==> config.mk <==
export PLATFORM = sky130hd
export DESIGN_NAME = uart_rx_os
export DESIGN_NICKNAME = d
export VERILOG_FILES = /design/src/rtl/uart_pkg.sv /design/src/rtl/uart_os_tick.sv /design/src/rtl/uart_rx_os.sv
export SDC_FILE = /design/constraint.sdc
export NUM_CORES = 1
export LEC_CHECK = 0
export CAP_MARGIN = 20
export CORE_ASPECT_RATIO = 1.75
export CORE_MARGIN = 2
export CORE_UTILIZATION = 45
export CTS_BUF_LIST = sky130_fd_sc_hd__clkbuf_8
export CTS_CLUSTER_SIZE = 25
export DETAILED_ROUTE_END_ITERATION = 10
export GPL_TIMING_DRIVEN = 0
export PLACE_DENSITY_LB_ADDON = 0.2
export SLEW_MARGIN = 20
export SYNTH_ARGS = -nofsm -noshare
export SYNTH_HDL_FRONTEND = slang
export SYNTH_HIERARCHICAL = 1
export SYNTH_SLANG_ARGS = --single-unit
==> constraint.sdc <==
create_clock -name clk -period 2.1 [get_ports clk]
set_input_delay 0.42 -clock clk [delete_from_list [all_inputs] [get_ports clk]]
set_output_delay 0.42 -clock clk [all_outputs]
set_load 0.05 [all_outputs]
==> src/rtl/uart_pkg.sv <==
// Shared types and helpers for the oversampling UART receiver.
package uart_pkg;

  localparam logic [1:0] PAR_NONE = 2'b00;
  localparam logic [1:0] PAR_EVEN = 2'b01;
  localparam logic [1:0] PAR_ODD  = 2'b10;

  typedef enum logic [2:0] {
    IDLE,
    START,
    DATA,
    PARITY,
    STOP
  } rx_state_e;

  // Expected parity bit for up to 9 data bits (unused upper bits must be 0).
  function automatic logic parity_exp(input logic [8:0] data, input logic odd);
    return (^data) ^ odd;
  endfunction

endpackage

==> src/rtl/uart_os_tick.sv <==
// Oversample tick generator: counts 0..div and strobes at div.
module uart_os_tick #(
  parameter int unsigned DIV_W = 16
) (
  input  logic             clk,
  input  logic             reset,
  input  logic             clr,
  input  logic             en,
  input  logic [DIV_W-1:0] div,
  output logic             tick_c
);

  logic [DIV_W-1:0] cnt_q, cnt_d;

  assign tick_c = en & ~clr & (cnt_q == div);

  // Next count: held at 0 while cleared, wraps after the strobe.
  always_comb begin
    cnt_d = cnt_q;
    if (clr) begin
      cnt_d = '0;
    end else if (en) begin
      cnt_d = (cnt_q == div) ? '0 : cnt_q + DIV_W'(1);
    end
  end

  // Counter register.
  always_ff @(posedge clk) begin
    if (reset) cnt_q <= '0;
    else       cnt_q <= cnt_d;
  end

endmodule

==> src/rtl/uart_rx_os.sv <==
// Oversampling UART receiver with majority vote and valid/ready output register.
module uart_rx_os
  import uart_pkg::*;
#(
  parameter int unsigned DATA_BITS = 8,
  parameter int unsigned OS_RATE   = 16,
  parameter int unsigned DIV_W     = 16
) (
  input  logic                 clk,
  input  logic                 reset,
  input  logic                 rx_en,
  input  logic [DIV_W-1:0]     baud_div,
  input  logic [1:0]           parity_mode,
  input  logic                 two_stop,
  input  logic                 rxd,
  output logic [DATA_BITS-1:0] rx_data,
  output logic                 rx_valid,
  input  logic                 rx_ready,
  output logic                 rx_ferror,
  output logic                 rx_perror,
  output logic                 rx_break,
  output logic                 rx_overrun
);

  localparam int unsigned BT_W = $clog2(OS_RATE);
  localparam int unsigned BC_W = 4;
  localparam logic [BT_W-1:0] S_FIRST = BT_W'(OS_RATE / 2 - 1);
  localparam logic [BT_W-1:0] S_LAST  = BT_W'(OS_RATE / 2 + 1);
  localparam logic [BT_W-1:0] BT_MAX  = BT_W'(OS_RATE - 1);

  logic                 sync1_q, sync1_d, sync2_q, sync2_d, prev_q, prev_d;
  rx_state_e            state_q, state_d;
  logic [DIV_W-1:0]     div_q, div_d;
  logic [1:0]           pm_q, pm_d;
  logic                 two_q, two_d;
  logic [BT_W-1:0]      btick_q, btick_d;
  logic [2:0]           samp_q, samp_d;
  logic                 vpend_q, vpend_d;
  logic [BC_W-1:0]      bcnt_q, bcnt_d;
  logic [DATA_BITS-1:0] data_q, data_d;
  logic                 zero_q, zero_d, perr_q, perr_d, ferr_q, ferr_d, brk_q, brk_d;
  logic [DATA_BITS-1:0] rx_data_q, rx_data_d;
  logic                 rx_valid_q, rx_valid_d, rx_fe_q, rx_fe_d, rx_pe_q, rx_pe_d;
  logic                 rx_bk_q, rx_bk_d, rx_ovr_q, rx_ovr_d;

  logic fall_c, active_c, tick_c, vote_c, par_en_c, deliver_c, fe_c, bk_c, hs_c;

  assign fall_c   = prev_q & ~sync2_q;
  assign active_c = (state_q != IDLE) & rx_en;
  assign vote_c   = (samp_q[0] & samp_q[1]) | (samp_q[0] & samp_q[2]) | (samp_q[1] & samp_q[2]);
  assign par_en_c = (pm_q == PAR_EVEN) || (pm_q == PAR_ODD);
  assign hs_c     = rx_valid_q & rx_ready;

  uart_os_tick #(.DIV_W(DIV_W)) u_tick (
    .clk    (clk),
    .reset  (reset),
    .clr    (~active_c),
    .en     (active_c),
    .div    (div_q),
    .tick_c (tick_c)
  );

  // Synchroniser, bit-tick counter and mid-bit sample capture.
  always_comb begin
    sync1_d = rxd;
    sync2_d = sync1_q;
    prev_d  = sync2_q;
    btick_d = btick_q;
    samp_d  = samp_q;
    vpend_d = 1'b0;
    if (!active_c) begin
      btick_d = '0;
    end else if (tick_c) begin
      btick_d = (btick_q == BT_MAX) ? '0 : btick_q + BT_W'(1);
      if (btick_q >= S_FIRST && btick_q <= S_LAST) samp_d = {samp_q[1:0], sync2_q};
      vpend_d = (btick_q == S_LAST);
    end
  end

  // Frame FSM: each state acts on the vote that follows the third sample.
  always_comb begin
    state_d   = state_q;
    div_d     = div_q;
    pm_d      = pm_q;
    two_d     = two_q;
    bcnt_d    = bcnt_q;
    data_d    = data_q;
    zero_d    = zero_q;
    perr_d    = perr_q;
    ferr_d    = ferr_q;
    brk_d     = brk_q;
    deliver_c = 1'b0;
    fe_c      = ferr_q | ~vote_c;
    bk_c      = (bcnt_q == '0) ? (zero_q & ~vote_c) : brk_q;
    unique case (state_q)
      IDLE: begin
        if (fall_c) begin
          state_d = START;
          div_d   = baud_div;
          pm_d    = parity_mode;
          two_d   = two_stop;
          bcnt_d  = '0;
          zero_d  = 1'b1;
          perr_d  = 1'b0;
          ferr_d  = 1'b0;
          brk_d   = 1'b0;
        end
      end
      START: begin
        if (vpend_q) state_d = vote_c ? IDLE : DATA;
      end
      DATA: begin
        if (vpend_q) begin
          data_d = {vote_c, data_q[DATA_BITS-1:1]};
          zero_d = zero_q & ~vote_c;
          if (bcnt_q == BC_W'(DATA_BITS - 1)) begin
            bcnt_d  = '0;
            state_d = par_en_c ? PARITY : STOP;
          end else begin
            bcnt_d = bcnt_q + BC_W'(1);
          end
        end
      end
      PARITY: begin
        if (vpend_q) begin
          perr_d  = vote_c != parity_exp(9'(data_q), pm_q == PAR_ODD);
          zero_d  = zero_q & ~vote_c;
          state_d = STOP;
        end
      end
      STOP: begin
        if (vpend_q) begin
          ferr_d = fe_c;
          brk_d  = bk_c;
          if (bcnt_q == '0 && two_q) begin
            bcnt_d = BC_W'(1);
          end else begin
            state_d   = IDLE;
            deliver_c = 1'b1;
          end
        end
      end
      default: state_d = IDLE;
    endcase
    if (!rx_en) begin
      state_d   = IDLE;
      deliver_c = 1'b0;
    end
  end

  // One-entry output register with overrun tracking.
  always_comb begin
    rx_data_d  = rx_data_q;
    rx_valid_d = rx_valid_q;
    rx_fe_d    = rx_fe_q;
    rx_pe_d    = rx_pe_q;
    rx_bk_d    = rx_bk_q;
    rx_ovr_d   = rx_ovr_q;
    if (deliver_c && (!rx_valid_q || hs_c)) begin
      rx_data_d  = data_q;
      rx_valid_d = 1'b1;
      rx_fe_d    = fe_c;
      rx_pe_d    = perr_q;
      rx_bk_d    = bk_c;
    end else if (hs_c) begin
      rx_valid_d = 1'b0;
    end
    if (hs_c)                         rx_ovr_d = 1'b0;
    else if (deliver_c && rx_valid_q) rx_ovr_d = 1'b1;
  end

  // All registers.
  always_ff @(posedge clk) begin
    if (reset) begin
      sync1_q    <= 1'b1;
      sync2_q    <= 1'b1;
      prev_q     <= 1'b1;
      state_q    <= IDLE;
      div_q      <= '0;
      pm_q       <= PAR_NONE;
      two_q      <= 1'b0;
      btick_q    <= '0;
      samp_q     <= '0;
      vpend_q    <= 1'b0;
      bcnt_q     <= '0;
      data_q     <= '0;
      zero_q     <= 1'b0;
      perr_q     <= 1'b0;
      ferr_q     <= 1'b0;
      brk_q      <= 1'b0;
      rx_data_q  <= '0;
      rx_valid_q <= 1'b0;
      rx_fe_q    <= 1'b0;
      rx_pe_q    <= 1'b0;
      rx_bk_q    <= 1'b0;
      rx_ovr_q   <= 1'b0;
    end else begin
      sync1_q    <= sync1_d;
      sync2_q    <= sync2_d;
      prev_q     <= prev_d;
      state_q    <= state_d;
      div_q      <= div_d;
      pm_q       <= pm_d;
      two_q      <= two_d;
      btick_q    <= btick_d;
      samp_q     <= samp_d;
      vpend_q    <= vpend_d;
      bcnt_q     <= bcnt_d;
      data_q     <= data_d;
      zero_q     <= zero_d;
      perr_q     <= perr_d;
      ferr_q     <= ferr_d;
      brk_q      <= brk_d;
      rx_data_q  <= rx_data_d;
      rx_valid_q <= rx_valid_d;
      rx_fe_q    <= rx_fe_d;
      rx_pe_q    <= rx_pe_d;
      rx_bk_q    <= rx_bk_d;
      rx_ovr_q   <= rx_ovr_d;
    end
  end

  assign rx_data    = rx_data_q;
  assign rx_valid   = rx_valid_q;
  assign rx_ferror  = rx_fe_q;
  assign rx_perror  = rx_pe_q;
  assign rx_break   = rx_bk_q;
  assign rx_overrun = rx_ovr_q;

endmodule

==> results.toml <==
[status]
outcome = "complete, but fails checks"
violations = "negative setup slack"

[route]
drtAntennaViolNets = 0
via_per_inst = 5.518
vias = 3046
first_iter_violations = 197
wirelength_microns = 8562
wl_per_cell_microns = 15.51
first_pass_iters = 4
route.detailed.drc = 0

[sta]
finalWorstSetupSlack_ns = -0.05212
hold_viol = 0
finClkSkew_ns = 0.006983
maxSlewHeadroom = 0.6529
setup_violations = 1
tightest_slew_ns = 0.5201
period_minus_slack_ns = 2.152
rsz0062_at_grt = "true"
fin_crit_sh = 1.025
slew_viol_final = 0
fmax_ghz = 0.4647

[floorplanning]
die_area_sq_um = 8831
io_pins = 37
chipWidth_microns = 71.90
rows = 43
die_h_microns = 122.8
core_sq_um = 7855
initial_core_util = 0.4622

[final_layout]
fillCellCount = 711
mostFrequentLayoutCells = "dfxtp_1 (62), nand2_1 (49), clkdlybuf4s50_1 (34), nor2_1 (30), a21oi_1 (29)"
final-instance-count-excl-fill = 552
area_growth_pct = 23.26
final_common_cell = "dfxtp_1"
fin_area_sq_um = 4476
final_util = 0.5698
drive_above_1_share = 0.1688
layout.nets = 488
insertedDiodeCount = 0

[run]
cap_viol_max_count = 0

[setup_path]
cp-start-kind = "register"
worstPathRequired_ns = 2.39
crit_arrival_ns = 2.44
critPathMaxFanout = 4
worstSetupPathType = "reg -> reg"
end_kind = "register"

[power_and_ir_drop]
ir_worst_vdd_mv = 0.4011
powerDensity_nw_per_um2 = 627.6
power.total_mw = 2.809
leakage_nw = 1.527

[cts]
cts_tree = "yes"
cts.sinks = 78
cts_made_buffers = 9
ctsRootBufferMaster = "clkbuf_8"
htreeDepth = 3
clk_pin_slew_ns = 0.08
cts_buffer_depth = 2
clock_latency_ns = 0.36

[yosys]
ys.flop_type = "dfxtp_1"
synth.top_cell.area_share = 0.4300
syn_area_sq_um = 3631
yosys_warnings = 6
ys_types = 56
synth_area_leaders = "dfxtp_1 (43%), xnor2_1 (7.5%), mux2i_1 (5.8%), nand2_1 (5.3%), a21oi_1 (4.1%)"
synthArstFlopShare = 0
ys_ff_latch = 78
synth-seq-area-share = 0.4300
syn-num-nets = 438
synth-edff-count = 0
synth_top_area_cell = "dfxtp_1"
netlist_instances = 407
syn_area_per_cell_sq_um = 8.921

[placement]
gp_congestion = 0.8146
post-place-cells = 531
placed_area_sq_um = 4111
dp_hpwl_microns = 6172
portBuffers = 34

[grt]
overflow = 0
grt_pass1_wl_microns = 13830
gr-usage-met2 = 0.3652
grt_pass1_vias = 2924
antenna_found_initial = 0
track_usage = 0.2064
met3_usage = 0.05665
grt_max_degree = 13
busiest_layer = "met2"
use_met1 = 0.2186

[min_path]
holdCritPathClass = "reg -> reg"
## where the power goes
group | leakage [nW] | internal [mW] | total, mW | switching [mW]
combinational | 0.780 | 0.0815 | 0.166 | 0.0842
sequential | 0.639 | 1.49 | 1.51 | 0.0149
clock | 0.108 | 0.603 | 1.14 | 0.535
total | 1.53 | 2.18 | 2.81 | 0.634
## metal layers
layer / up-vias / share of wire
met5: - / 0
met4: 0 / 0.035
met3: 21 / 0.044
met2: 69 / 0.53
met1: 1437 / 0.39
li1: 1519 / -
## final timing paths
check | cells past startpoint | end | start | slack [ns]
max | 9 | btick_q[3] | u_tick/cnt_q[9] | -0.05
min | 1 | prev_d | sync1_q | 0.42
max reg2reg | 9 | btick_q[3] | u_tick/cnt_q[9] | -0.05
min reg2reg | 1 | prev_d | sync1_q | 0.42
## stage by stage
step	hold WS, ns	setup WS (ns)	setup TNS [ns]
floorplan	0.3895	-0.01795	-0.06455
global placement	0.3928	-0.3169	-0.8841
detailed placement	0.3988	-0.2884	-0.9504
CTS	0.4191	-0.08663	-0.1101
global route	0.4247	-0.1821	-0.4991
finish	0.4151	-0.05212	-0.05212
## cells by family after synthesis
logic type               after synthesis  share of synthesized area
XOR/XNOR                              40                     0.1003
AND/OR/NAND/NOR                      169                     0.2429
multiplexers                          22                    0.06099
buffers and inverters                 34                    0.04825
flip-flops                            78                     0.4300
adder cells (fa/ha/maj)                8                    0.02688
AO/OA/AOI/OAI                         56                    0.09063
## state kept, by name, indices dropped and copies added (netlist names), 2 cells and up
name          count
div_q            16
state_q           3
samp_q            3
data_q            8
bcnt_q            4
btick_q           4
pm_q              2
u_tick/cnt_q     16
rx_data           8
## layout make-up
cell class              instances  area, sq um  area share
flip-flops and latches         78         1592      0.3556
repair buffers                 41        392.9     0.08778
plain buffers                  22        127.6     0.02852
inverters                      10        37.54    0.008387
clock buffers                  11        151.4     0.03383
well taps                      90        112.6     0.02516
clock inverters                 5        50.05     0.01118
multi-input cells             295         2012      0.4495
## critical path, stage by stage, from the launching register on
cell and delay [ns]:
dfxtp_4 0.37, xnor2_2 0.14, nand4_1 0.14, nor4_2 0.31
and3_4 0.23, buf_8 0.10, nor2b_4 0.16, nand2_2 0.07
or4_4 0.42, a21oi_2 0.14
## synthesized netlist by cell type, drive strengths merged, types with 2 or more instances
cell type and instances:
clkbuf 13, a21oi 30, a22oi 2, nor2b 4
nand3b 2, or4 2, xor2 8, mux2i 21
nand4bb 2, buf 11, o21ai 9, ha 7
nor3 8, or3b 2, or4b 3, or2 4
nand4 10, nor3b 3, and3 3, nand2b 4
nor4 20, o31ai 3, or3 2, dfxtp 78
xnor2 31, inv 10, nand2 51, nor2 32
nand3 13
## what timing repair did
item	4_1_cts	5_1_grt
hold buffers	0	0
resized for setup	11	33
setup buffers	4	3
pin swaps	4	12
hold endpoints to repair	0	0
setup endpoints to repair	9	31
(Power assumes the default switching activity.)
